**src/rtl/dma_txn_splitter_if.sv**
```systemverilog
// Descriptor and burst-request handshake bundle for dma_txn_splitter.
// master: the splitter side (accepts descriptors, issues burst requests).
// slave:  the environment side (offers descriptors, accepts burst requests).
interface dma_txn_splitter_if #(
  parameter int unsigned ADDR_WIDTH  = 32,
  parameter int unsigned DATA_WIDTH  = 32,
  parameter int unsigned BYTES_WIDTH = 32
);
  localparam int unsigned BPB = DATA_WIDTH / 8;

  logic                   desc_valid_i;
  logic                   desc_ready_o;
  logic [ADDR_WIDTH-1:0]  desc_addr_i;
  logic [BYTES_WIDTH-1:0] desc_bytes_i;
  logic                   desc_mode_i;

  logic                   req_valid_o;
  logic                   req_ready_i;
  logic [ADDR_WIDTH-1:0]  req_addr_o;
  logic [7:0]             req_alen_o;
  logic [2:0]             req_size_o;
  logic [BPB-1:0]         req_strb_o;
  logic                   req_mode_o;

  modport master (
    input  desc_valid_i, desc_addr_i, desc_bytes_i, desc_mode_i, req_ready_i,
    output desc_ready_o, req_valid_o, req_addr_o, req_alen_o, req_size_o, req_strb_o,
    output req_mode_o
  );

  modport slave (
    output desc_valid_i, desc_addr_i, desc_bytes_i, desc_mode_i, req_ready_i,
    input  desc_ready_o, req_valid_o, req_addr_o, req_alen_o, req_size_o, req_strb_o,
    input  req_mode_o
  );
endinterface

```
**src/rtl/dma_txn_splitter.sv**
```systemverilog
// Splits one DMA descriptor into legal AXI4 burst requests: 4KB boundary, max burst
// length and byte-lane masking for unaligned head/tail beats.
// Optional: define DMA_SPLIT_STATS_EN to enable the saturating per-descriptor burst counter.
module dma_txn_splitter #(
  parameter int unsigned ADDR_WIDTH  = 32,
  parameter int unsigned DATA_WIDTH  = 32,
  parameter int unsigned BYTES_WIDTH = 32,
  parameter int unsigned MAX_BEATS   = 256
) (
  input  logic                      clk,
  input  logic                      rst,
  dma_txn_splitter_if.master        bus,
  input  logic                      abort_i,
  output logic                      busy_o,
  output logic                      done_o,
  output logic [15:0]               txn_cnt_o
);
  localparam int unsigned BPB  = DATA_WIDTH / 8;
  localparam int unsigned OffW = $clog2(BPB);
  localparam int unsigned CntW = BYTES_WIDTH + 1;
  localparam logic [ADDR_WIDTH-1:0] OffMask  = ADDR_WIDTH'(BPB - 1);
  localparam logic [ADDR_WIDTH-1:0] PageMask = ADDR_WIDTH'(4095);

  typedef enum logic [1:0] {StIdle, StCalc, StIssue, StDone} state_e;

  state_e                 state_q, state_d;
  logic [ADDR_WIDTH-1:0]  addr_q, addr_d;
  logic [BYTES_WIDTH-1:0] rem_q, rem_d;
  logic [BYTES_WIDTH-1:0] used_q, used_d;
  logic                   mode_q, mode_d;
  logic                   abort_q, abort_d;
  logic                   req_valid_q, req_valid_d;
  logic [ADDR_WIDTH-1:0]  req_addr_q, req_addr_d;
  logic [7:0]             req_alen_q, req_alen_d;
  logic [2:0]             req_size_q, req_size_d;
  logic [BPB-1:0]         req_strb_q, req_strb_d;
  logic                   req_mode_q, req_mode_d;

  logic [CntW-1:0] off_c, rem_c, page_c, beats_c, used_c;
  logic [BPB-1:0]  strb_c;
  logic [7:0]      alen_c;

  function automatic logic [BPB-1:0] lane_mask(input logic [CntW-1:0] lo,
                                               input logic [CntW-1:0] hi);
    logic [BPB-1:0] m;
    m = '0;
    for (int unsigned i = 0; i < BPB; i++) begin
      m[i] = (CntW'(i) >= lo) && (CntW'(i) <= hi);
    end
    return m;
  endfunction

  // Candidate burst for the current pointer/remainder.
  always_comb begin
    off_c   = CntW'(addr_q & OffMask);
    rem_c   = CntW'(rem_q);
    page_c  = (CntW'(4096) - CntW'(addr_q & PageMask)) >> OffW;
    beats_c = CntW'(1);
    used_c  = rem_c;
    strb_c  = '1;
    if (off_c + rem_c <= CntW'(BPB)) begin
      // Whole remainder in one beat; also covers aligned rem < BPB.
      strb_c = lane_mask(off_c, off_c + rem_c - CntW'(1));
    end else if (off_c != '0) begin
      used_c = CntW'(BPB) - off_c;
      strb_c = lane_mask(off_c, CntW'(BPB - 1));
    end else begin
      beats_c = rem_c >> OffW;
      if (mode_q) begin
        if (beats_c > CntW'(MAX_BEATS)) beats_c = CntW'(MAX_BEATS);
        if (beats_c > page_c)           beats_c = page_c;
      end else if (beats_c > CntW'(16)) begin
        beats_c = CntW'(16);
      end
      used_c = beats_c << OffW;
    end
    alen_c = 8'(beats_c - CntW'(1));
  end

  // Next-state and registered request fields.
  always_comb begin
    state_d     = state_q;
    addr_d      = addr_q;
    rem_d       = rem_q;
    used_d      = used_q;
    mode_d      = mode_q;
    abort_d     = abort_q;
    req_valid_d = req_valid_q;
    req_addr_d  = req_addr_q;
    req_alen_d  = req_alen_q;
    req_size_d  = req_size_q;
    req_strb_d  = req_strb_q;
    req_mode_d  = req_mode_q;
    case (state_q)
      StIdle: begin
        if (bus.desc_valid_i) begin
          addr_d  = bus.desc_addr_i;
          rem_d   = bus.desc_bytes_i;
          mode_d  = bus.desc_mode_i;
          abort_d = 1'b0;
          state_d = (bus.desc_bytes_i == '0) ? StDone : StCalc;
        end
      end
      StCalc: begin
        if (abort_q || abort_i) begin
          state_d = StDone;
        end else begin
          req_valid_d = 1'b1;
          req_addr_d  = addr_q & ~OffMask;
          req_alen_d  = alen_c;
          req_size_d  = 3'(OffW);
          req_strb_d  = strb_c;
          req_mode_d  = mode_q;
          used_d      = BYTES_WIDTH'(used_c);
          state_d     = StIssue;
        end
      end
      StIssue: begin
        // Valid is held until the handshake even when aborting.
        if (bus.req_ready_i) begin
          req_valid_d = 1'b0;
          rem_d       = rem_q - used_q;
          if (mode_q) addr_d = addr_q + ADDR_WIDTH'(used_q);
          state_d = ((rem_d == '0) || abort_q || abort_i) ? StDone : StCalc;
        end
      end
      StDone: begin
        abort_d = 1'b0;
        state_d = StIdle;
      end
      default: state_d = StIdle;
    endcase
    if ((state_q == StCalc || state_q == StIssue) && abort_i) abort_d = 1'b1;
  end

  // State and datapath registers.
  always_ff @(posedge clk) begin
    if (rst) begin
      state_q     <= StIdle;
      addr_q      <= '0;
      rem_q       <= '0;
      used_q      <= '0;
      mode_q      <= 1'b0;
      abort_q     <= 1'b0;
      req_valid_q <= 1'b0;
      req_addr_q  <= '0;
      req_alen_q  <= '0;
      req_size_q  <= '0;
      req_strb_q  <= '0;
      req_mode_q  <= 1'b0;
    end else begin
      state_q     <= state_d;
      addr_q      <= addr_d;
      rem_q       <= rem_d;
      used_q      <= used_d;
      mode_q      <= mode_d;
      abort_q     <= abort_d;
      req_valid_q <= req_valid_d;
      req_addr_q  <= req_addr_d;
      req_alen_q  <= req_alen_d;
      req_size_q  <= req_size_d;
      req_strb_q  <= req_strb_d;
      req_mode_q  <= req_mode_d;
    end
  end

  assign bus.desc_ready_o = (state_q == StIdle);
  assign bus.req_valid_o  = req_valid_q;
  assign bus.req_addr_o   = req_addr_q;
  assign bus.req_alen_o   = req_alen_q;
  assign bus.req_size_o   = req_size_q;
  assign bus.req_strb_o   = req_strb_q;
  assign bus.req_mode_o   = req_mode_q;
  assign busy_o           = (state_q != StIdle);
  assign done_o           = (state_q == StDone);

`ifdef DMA_SPLIT_STATS_EN
  logic [15:0] txn_cnt_q;

  // Bursts issued for the current descriptor; saturates, kept after done.
  always_ff @(posedge clk) begin
    if (rst) begin
      txn_cnt_q <= '0;
    end else if (state_q == StIdle && bus.desc_valid_i) begin
      txn_cnt_q <= '0;
    end else if (req_valid_q && bus.req_ready_i && txn_cnt_q != 16'hFFFF) begin
      txn_cnt_q <= txn_cnt_q + 16'd1;
    end
  end

  assign txn_cnt_o = txn_cnt_q;
`else
  assign txn_cnt_o = '0;
`endif
endmodule

```
**src/flat_wrapper.sv**
```systemverilog
// flat-port wrapper written by rule: the top's interface ports become plain ports
module dma_txn_splitter_flat 
#(
  parameter int unsigned ADDR_WIDTH  = 32,
  parameter int unsigned DATA_WIDTH  = 32,
  parameter int unsigned BYTES_WIDTH = 32,
  parameter int unsigned MAX_BEATS   = 256
)
  (clk, rst, abort_i, busy_o, done_o, txn_cnt_o, bus_desc_valid_i, bus_desc_addr_i, bus_desc_bytes_i, bus_desc_mode_i, bus_req_ready_i, bus_desc_ready_o, bus_req_valid_o, bus_req_addr_o, bus_req_alen_o, bus_req_size_o, bus_req_strb_o, bus_req_mode_o);
  dma_txn_splitter_if #(.ADDR_WIDTH(ADDR_WIDTH), .DATA_WIDTH(DATA_WIDTH), .BYTES_WIDTH(BYTES_WIDTH)) bus_i ();
  input  logic clk;
  input  logic rst;
  input  logic abort_i;
  output logic busy_o;
  output logic done_o;
  output logic [15:0] txn_cnt_o;
  input wire logic [$bits(bus_i.desc_valid_i)-1:0] bus_desc_valid_i;
  input wire logic [$bits(bus_i.desc_addr_i)-1:0] bus_desc_addr_i;
  input wire logic [$bits(bus_i.desc_bytes_i)-1:0] bus_desc_bytes_i;
  input wire logic [$bits(bus_i.desc_mode_i)-1:0] bus_desc_mode_i;
  input wire logic [$bits(bus_i.req_ready_i)-1:0] bus_req_ready_i;
  output wire logic [$bits(bus_i.desc_ready_o)-1:0] bus_desc_ready_o;
  output wire logic [$bits(bus_i.req_valid_o)-1:0] bus_req_valid_o;
  output wire logic [$bits(bus_i.req_addr_o)-1:0] bus_req_addr_o;
  output wire logic [$bits(bus_i.req_alen_o)-1:0] bus_req_alen_o;
  output wire logic [$bits(bus_i.req_size_o)-1:0] bus_req_size_o;
  output wire logic [$bits(bus_i.req_strb_o)-1:0] bus_req_strb_o;
  output wire logic [$bits(bus_i.req_mode_o)-1:0] bus_req_mode_o;
  assign bus_i.desc_valid_i = bus_desc_valid_i;
  assign bus_i.desc_addr_i = bus_desc_addr_i;
  assign bus_i.desc_bytes_i = bus_desc_bytes_i;
  assign bus_i.desc_mode_i = bus_desc_mode_i;
  assign bus_i.req_ready_i = bus_req_ready_i;
  assign bus_desc_ready_o = bus_i.desc_ready_o;
  assign bus_req_valid_o = bus_i.req_valid_o;
  assign bus_req_addr_o = bus_i.req_addr_o;
  assign bus_req_alen_o = bus_i.req_alen_o;
  assign bus_req_size_o = bus_i.req_size_o;
  assign bus_req_strb_o = bus_i.req_strb_o;
  assign bus_req_mode_o = bus_i.req_mode_o;
  dma_txn_splitter #(.ADDR_WIDTH(ADDR_WIDTH), .DATA_WIDTH(DATA_WIDTH), .BYTES_WIDTH(BYTES_WIDTH), .MAX_BEATS(MAX_BEATS)) u_core (.clk(clk), .rst(rst), .bus(bus_i), .abort_i(abort_i), .busy_o(busy_o), .done_o(done_o), .txn_cnt_o(txn_cnt_o));
endmodule
```
**config.mk**
```make
export PLATFORM = sky130hd
export DESIGN_NAME = dma_txn_splitter_flat
export DESIGN_NICKNAME = d
export VERILOG_FILES = /design/src/rtl/dma_txn_splitter_if.sv /design/src/rtl/dma_txn_splitter.sv /design/src/flat_wrapper.sv
export SDC_FILE = /design/constraint.sdc
export NUM_CORES = 1
export LEC_CHECK = 0
export CAP_MARGIN = 20
export CORE_MARGIN = 2
export CORE_UTILIZATION = 54
export DETAILED_ROUTE_END_ITERATION = 7
export GPL_TIMING_DRIVEN = 0
export PLACE_DENSITY = 0.88
export SYNTH_ARGS = -nofsm -noshare
export SYNTH_HDL_FRONTEND = slang
export SYNTH_SLANG_ARGS = --single-unit
```
**constraint.sdc**
```tcl
create_clock -name clk -period 8.7 [get_ports clk]
set_input_delay 1.74 -clock clk [delete_from_list [all_inputs] [get_ports clk]]
set_output_delay 1.74 -clock clk [all_outputs]
set_load 0.1 [all_outputs]
```
==> PnR_summary.wiki, run 1 <==
{| class="wikitable"
! Metric !! Value
|-
| Number of enable flip-flop cells after synthesis || 0
|-
| Fmax achieved || 177 MHz
|-
| Vias per std cell || between 6 and 7
|-
| Netlist cell types || 80
|-
| Leakage power of the design || 5.30 nW
|-
| Number of H-tree branching levels || 4
|-
| Final nets || 1801
|-
| DRT Pass-1 Iters || 5
|-
| Global route overflow || 0
|-
| Antenna violations before repair || 0
|-
| Placed Instance Area || between 10000 and 15000 µm²
|-
| # clock sinks || 145
|-
| Horizontal die dimension || approximately 150 µm
|-
| Area share of the largest cell type after synthesis || between 20% and 30%
|-
| DR DRC count || 0
|-
| Final Hold Vio Count || 0
|-
| Instance count of the mapped netlist || approximately 1500
|-
| Switching power as a share of total power || 52.7%
|-
| Initial cell density of the core || 55.2%
|-
| # rows || 52
|-
| Die Area || 21800 µm²
|-
| Global-route wire length before repair || 60100 µm
|-
| # IOs || 138
|-
| Pins Over Slew Limit || 0
|-
| Post-Route Setup TNS || 0 ns
|-
| Maximum clock path buffer count || 2
|-
| Final weighted congestion in routability-driven placement || about 1
|-
| Clk Latency, worst-skew pair || 0.44 ns
|-
| PnR Total Power || 5.51 mW
|-
| Num CTS Buffers || 17
|-
| Antenna diode instance count || 0
|-
| Most frequent cell after synthesis || sky130_fd_sc_hd__nand2_1
|-
| First-iteration detailed-routing DRC count || 1313
|-
| Shortest period the worst path allows || 5.65 ns
|-
| Slowest CP cell || sky130_fd_sc_hd__a211oi_1
|-
| Library cell occupying the most area in the post-synthesis netlist || sky130_fd_sc_hd__dfxtp_1
|-
| Area growth from synthesis to layout || 20.4%
|-
| Seq/Total Area, Yosys || about a quarter
|-
| Share of post-route cells with drive strength above 1 || under 10%
|-
| CTS tree || done
|-
| HP Start || u_core.bus.req_addr_o[6]
|-
| DRT Wirelength || 38900 µm
|-
| Synth cell count leaders || sky130_fd_sc_hd__nand2_1, sky130_fd_sc_hd__nor2_1, sky130_fd_sc_hd__dfxtp_1
|-
| Root buffer selected by CTS || sky130_fd_sc_hd__clkbuf_16
|-
| Placeable Area || 20200 µm²
|-
| Die Ht || ~150 µm
|-
| Share of synthesized flip-flops with an asynchronous set or reset || 0%
|-
| Pwr/cell area || approximately 410 nW/µm²
|-
| Internal power component || roughly 2.6 mW
|-
| Number of vias in the routed layout || between 10000 and 15000
|-
| Part of the total power dissipated in combinational logic || between 60 and 70%
|-
| Footprint of the flip-flops and latches || 2900 µm²
|-
| Worst-path clk slew || 0.06 ns
|-
| Hold_buf cts || 0
|-
| Post-detailed-placement half-perimeter wirelength || 30000 µm
|-
| Setup bufs post-CTS || 0
|-
| Largest voltage drop on the vdd net || 0.000290 V
|-
| Number of placed instances with taps included || around 1900
|-
| Status || completed
|-
| Critical path class || reg -> reg
|-
| Post-route clock skew || 0.0109 ns
|-
| Number of buffer cells added on primary ports || 117
|-
| Biggest cell delay along the critical path || approximately 0.9 ns
|-
| Synthesized area per cell || 7.53 µm²
|-
| Cell Count, Final, Fillers Out || 1924
|-
| DRT antenna net count || 0
|-
| Number of synthesis warnings || 0
|-
| Detailed-route wire length per cell || between 20 and 25 µm
|-
| Startpoint kind of the worst setup timing path || flip-flop
|-
| Setup crit start || u_core.rem_q[24]
|-
| Global-route usage over all layers || 35.2%
|-
| Number of instances resized during post-cts repair || 0
|-
| Normalized max-slew margin || 22.6%
|-
| Vias in the first global route || 11205
|-
| CP endpoint kind || flip-flop
|-
| Proportion of power drawn by flip-flops and latches || 20.1%
|-
| R2r startpoint || u_core.rem_q[24]
|-
| Relative contribution of the clock network to total power || 15.6%
|-
| Post-synth design cell area || 11200 µm²
|-
| Layout Cell Area excl Fill || 13400 µm²
|-
| Smallest setup slack after layout || 3.05 ns
|-
| Total of max-cap violations || 0
|-
| Arrival @ worst endpoint || 6.00 ns
|-
| Transition at the pin with the smallest max-transition slack || 1.16 ns
|-
| Post-placement setup slack || roughly 3.2 ns
|-
| Chain of cells forming the critical path || nor4_1, nand2_1, a211oi_1, nand2_1, inv_1, ha_1, nand4_1, nor3_1, o311ai_0, a41oi_1, and2_0, clkbuf_1, a221oi_1, ha_1, inv_1, a2111oi_2, xnor2_1, a211oi_1
|-
| Critical path fanouts, max || 9
|-
| Worst Hold Class || reg -> reg
|-
| Buf/Inv on CP || 3
|-
| Synthesized flop and latch total || 145
|-
| Crit path max-delay family || compound AO/OA/AOI/OAI gates
|-
| Total setup violations reported at the end of the flow || 0
|-
| Leading post-synthesis cells by cell area || sky130_fd_sc_hd__dfxtp_1, sky130_fd_sc_hd__ha_1, sky130_fd_sc_hd__a21oi_1, sky130_fd_sc_hd__nand2_1, sky130_fd_sc_hd__nor2_1
|-
| Required time worst endpoint || 9.05 ns
|-
| Net switching power || between 2 and 3 mW
|-
| Ys flop type || sky130_fd_sc_hd__dfxtp_1
|-
| Total area of multi-input combinational cells || 7590 µm²
|-
| Number of fill cells || 1737
|-
| Maximum number of pins on one net before global-route repair || 17
|-
| Final period util || 64.9%
|-
| Setup repair after global routing missed its margin || no
|}
registers in the layout, indices dropped and copies added (netlist names):
name,count
u_core.addr_q,32
u_core.rem_q,32
u_core.used_q,32
u_core.bus.req_addr_o,30
u_core.bus.req_alen_o,8
u_core.bus.req_strb_o,4
u_core.state_q,2
u_core.abort_q,1
u_core.bus.req_mode_o,1
u_core.bus.req_size_o,1
u_core.bus.req_valid_o,1
u_core.mode_q,1
worst register-to-register path: cells and delay by family (launching register included):
kind	cells	cell delay, ns
AO/OA/AOI/OAI	6	2.72
buffers and inverters	3	0.36
flip-flops	1	0.40
AND/OR/NAND/NOR	6	1.42
adder cells (fa/ha/maj)	2	0.52
XOR/XNOR	1	0.14
area by class of cell:
class | instances | area share, %
Multi-Input combinational cell | 1189 | 56.5
Sequential cell | 145 | 21.6
Timing Repair Buffer | 118 | 8.75
Buffer | 96 | 3.54
Clock buffer | 17 | 3.16
Tap cell | 270 | 2.51
Inverter | 74 | 2.07
Clock inverter | 15 | 1.91
cells by family after synthesis:
family,after synthesis,synth area share [%]
flops,145,26.0
compound gates,415,24.4
fa+ha+maj,90,10.3
xor+xnor,73,5.73
other cells,1,0.0336
buf+inv,170,6.75
mux,29,2.61
simple gates,560,24.2
placed cells by master, fill, tap and decap left out, types with 9 or more instances in the layout:
cell type / Yosys / layout
sky130_fd_sc_hd__a211oi_1: 73 / 73
sky130_fd_sc_hd__a21o_1: 28 / 28
sky130_fd_sc_hd__a21oi_1: 138 / 138
sky130_fd_sc_hd__a31oi_1: 16 / 16
sky130_fd_sc_hd__and2_1: 12 / 12
sky130_fd_sc_hd__and3_1: 13 / 13
sky130_fd_sc_hd__buf_4: 26 / 26
sky130_fd_sc_hd__clkbuf_1: 61 / 61
sky130_fd_sc_hd__clkbuf_16: 0 / 17
sky130_fd_sc_hd__clkdlybuf4s50_1: 0 / 117
sky130_fd_sc_hd__conb_1: 1 / 22
sky130_fd_sc_hd__dfxtp_1: 145 / 145
sky130_fd_sc_hd__ha_1: 87 / 87
sky130_fd_sc_hd__inv_1: 72 / 72
sky130_fd_sc_hd__mux2i_1: 28 / 28
sky130_fd_sc_hd__nand2_1: 170 / 170
sky130_fd_sc_hd__nand2b_1: 11 / 11
sky130_fd_sc_hd__nand3_1: 31 / 31
sky130_fd_sc_hd__nand4_1: 18 / 18
sky130_fd_sc_hd__nor2_1: 153 / 153
sky130_fd_sc_hd__nor2b_1: 9 / 9
sky130_fd_sc_hd__nor3_1: 63 / 63
sky130_fd_sc_hd__nor4_1: 25 / 25
sky130_fd_sc_hd__o211ai_1: 11 / 11
sky130_fd_sc_hd__o21a_1: 12 / 12
sky130_fd_sc_hd__o21ai_0: 45 / 45
sky130_fd_sc_hd__or3_1: 13 / 13
sky130_fd_sc_hd__xnor2_1: 44 / 44
sky130_fd_sc_hd__xor2_1: 29 / 29
worst paths after layout:
path	endpoint	depth (start not counted)	slack, ns
setup reg to reg	u_core.bus.req_alen_o[6]	18	3.05
setup / recovery	u_core.bus.req_alen_o[6]	18	3.05
hold / removal	u_core.bus.req_addr_o[6]	2	0.46
hold reg to reg	u_core.bus.req_addr_o[6]	2	0.46
per-stage QoR:
stage,utilization (%),hold WS [ns]
final,66.4,0.455
after global routing,66.4,0.475
after CTS,66.4,0.456
after detailed placement,63.0,0.448
after global placement,63.0,0.442
after floorplan,-,0.449
per-layer routing:
| metal | global-route usage (%) | vias up | part of all wire, % |
|---|---|---|---|
| met5 | 0 | - | 0 |
| met4 | 20.0 | 0 | 6.3 |
| met3 | 5.52 | 152 | 9.1 |
| met2 | 55.7 | 712 | 44 |
| met1 | 45.7 | 5601 | 41 |
| li1 | - | 5646 | - |
power groups by stage:
| stage | registers [mW] | clock network [mW] | logic [mW] |
|---|---|---|---|
| CTS | 1.09 | 0.856 | 3.44 |
| global placement | 1.10 | 0 | 3.35 |
| finish | 1.11 | 0.860 | 3.54 |
| floorplan | 1.23 | 0 | 2.37 |
| global route | 1.13 | 0.886 | 3.83 |
| detailed placement | 1.11 | 0 | 3.41 |
Power figures use the tool's default switching activity.
==> run 2: changes to the inputs <==
==> constraint.sdc (replaced) <==
create_clock -name clk -period 5.8 [get_ports clk]
set_input_delay 1.16 -clock clk [delete_from_list [all_inputs] [get_ports clk]]
set_output_delay 1.16 -clock clk [all_outputs]
set_load 0.1 [all_outputs]
==> PnR_summary.wiki, run 2 (synthesis gave the netlist of run 1 again) <==
{| class="wikitable"
! Metric !! Value
|-
| Largest voltage drop on the vdd net || 0.000435 V
|-
| DR DRC count || 0
|-
| Num CTS Buffers || 17
|-
| Vias in the first global route || 11205
|-
| Leakage power of the design || 5.31 nW
|-
| Registers with the most flip-flops || u_core.addr_q: 32 flops, u_core.rem_q: 32 flops, u_core.used_q: 32 flops
|-
| Most frequent cells in the layout || sky130_fd_sc_hd__nand2_1, sky130_fd_sc_hd__nor2_1, sky130_fd_sc_hd__dfxtp_1, sky130_fd_sc_hd__a21oi_1, sky130_fd_sc_hd__clkdlybuf4s50_1
|-
| CP endpoint kind || flip-flop
|-
| Routing usage on met2 || roughly 56%
|-
| Number of H-tree branching levels || 4
|-
| Pins Over Slew Limit || 0
|-
| Worst-path clk slew || 0.06 ns
|-
| Placeable Area || 20200 µm²
|-
| Highest-utilization routing layer at the global route stage || met2
|-
| Status || completed
|-
| CTS tree || done
|-
| Post-route clock skew || 0.0108 ns
|-
| Number of cells on the worst reg-to-reg path || 18
|-
| Setup repair after global routing missed its margin || no
|-
| Global routing met1 resource utilization || a little under half
|-
| Global route overflow || 0
|-
| Biggest cell delay along the critical path || 0.49 ns
|-
| Slowest CP cell || sky130_fd_sc_hd__a221oi_1
|-
| Total setup violations reported at the end of the flow || 0
|-
| Required time worst endpoint || 6.15 ns
|-
| Startpoint kind of the worst setup timing path || flip-flop
|-
| Arrival @ worst endpoint || between 5 and 6 ns
|-
| Post-placement setup slack || 0.331 ns
|-
| Post-Route Setup TNS || 0 ns
|-
| Critical Path Stages || 18
|-
| Number of buffer cells added on primary ports || 117
|-
| Worst Hold Class || reg -> reg
|-
| Critical path class || reg -> reg
|-
| Pwr/cell area || 615 nW/µm²
|-
| Detailed-route wire length per cell || 20.2 µm
|-
| Transition at the pin with the smallest max-transition slack || 1.17 ns
|-
| DRT Pass-1 Iters || 5
|-
| Die Area || between 20000 and 25000 µm²
|-
| Number of vias in the routed layout || 12097
|-
| Final nets || 1803
|-
| Initial cell density of the core || around 55%
|-
| Cell repeated most along the worst path || sky130_fd_sc_hd__ha_1
|-
| Fmax achieved || 188 MHz
|-
| DRT antenna net count || 0
|-
| Horizontal die dimension || ~150 µm
|-
| Critical path fanouts, max || 10
|-
| Normalized max-slew margin || 22.2%
|-
| Number of fill cells || roughly 1700
|-
| Antenna diode instance count || 0
|-
| # IOs || 138
|-
| # clock sinks || 145
|-
| Clk Latency, worst-skew pair || roughly 0.44 ns
|-
| Commonest non-fill, non-tap cell in the layout || sky130_fd_sc_hd__nand2_1
|-
| Final period util || 91.7%
|-
| Global-route wire length before repair || 60100 µm
|-
| Worst Hold Path Cells || 2
|-
| Smallest setup slack after layout || 0.481 ns
|-
| Total of max-cap violations || 0
|-
| Shortest period the worst path allows || 5.32 ns
|-
| DRT Wirelength || 38900 µm
|-
| GR Layer Usage met3 || 5.52%
|-
| Maximum number of pins on one net before global-route repair || 17
|-
| Root buffer selected by CTS || sky130_fd_sc_hd__clkbuf_16
|-
| Antenna violations before repair || 0
|-
| Share of post-route cells with drive strength above 1 || between 5 and 6%
|-
| # rows || 52
|-
| Final Hold Vio Count || 0
|-
| Layout Cell Area excl Fill || roughly 13000 µm²
|-
| Maximum clock path buffer count || 2
|-
| Vias per std cell || around 6.3
|-
| First-iteration detailed-routing DRC count || 1356
|-
| Chain of cells forming the critical path || inv_1, ha_1, clkinv_1, nor4_1, xor2_1, ha_1, a211oi_1, nor2_1, o311ai_0, a41oi_2, and2_0, clkbuf_1, a221oi_1, ha_1, inv_1, a2111oi_2, xnor2_1, a211oi_1
|-
| Final weighted congestion in routability-driven placement || 0.996
|-
| Die Ht || 148 µm
|-
| Total area of multi-input combinational cells || about 7600 µm²
|-
| Crit path max-delay family || compound AO/OA/AOI/OAI gates
|-
| Area growth from synthesis to layout || 20.6%
|-
| Placed Instance Area || 12800 µm²
|-
| Global-route usage over all layers || 35.2%
|-
| Post-detailed-placement half-perimeter wirelength || ~30000 µm
|-
| Footprint of the flip-flops and latches || roughly 2900 µm²
|-
| Buf/Inv on CP || 4
|}
[run 2: repair_timing]
item                                    in CTS  in global routing
endpoints found under the setup margin       0                  3
setup buffers                                0                  2
gates resized for setup                      0                  1
hold buffers                                 0                  0
[run 2: cell type report]
type                       count  share of cell area, %
multi-input combinational   1189                   56.4
buffer                        96                   3.53
clock inverter                15                   1.91
sequential                   145                   21.6
inverter                      74                   2.06
timing repair buffer         120                   8.85
clock buffer                  17                   3.16
tap                          270                   2.51
[run 2: tightest hold or removal path: stages (launching register included)]
cell and delay (ns):
sky130_fd_sc_hd__dfxtp_1 0.31, sky130_fd_sc_hd__nand2_1 0.05, sky130_fd_sc_hd__a21oi_1 0.05
[run 2: worst paths after layout]
kind,start,endpoint,slack [ns]
worst max-delay path,u_core.addr_q[1],u_core.bus.req_alen_o[6],0.48
worst max register to register,u_core.addr_q[1],u_core.bus.req_alen_o[6],0.48
worst min register to register,u_core.bus.req_addr_o[6],u_core.bus.req_addr_o[6],0.46
worst min-delay path,u_core.bus.req_addr_o[6],u_core.bus.req_addr_o[6],0.46
[run 2: per-stage QoR]
step	power (mW)	util, %	cells	hold slack (ns)
final	8.29	66.5	1926	0.455
after global routing	8.78	66.5	1926	0.475
after CTS	8.09	66.4	1923	0.456
after detailed placement	6.77	63.0	1891	0.448
after global placement	6.68	63.0	1891	0.442
after floorplan	5.39	-	1504	0.449
[run 2: where the power goes]
part | leakage (nW) | switching [mW] | internal [mW]
registers | 1.19 | 0.387 | 1.28
logic | 3.80 | 3.50 | 1.84
clock network | 0.330 | 0.477 | 0.813
[run 2: layer usage]
metal | vias up | part of all wire [%]
met1 | 5610 | 41
met2 | 682 | 44
li1 | 5653 | -
met4 | 0 | 6.2
met5 | - | 0
met3 | 152 | 9.1
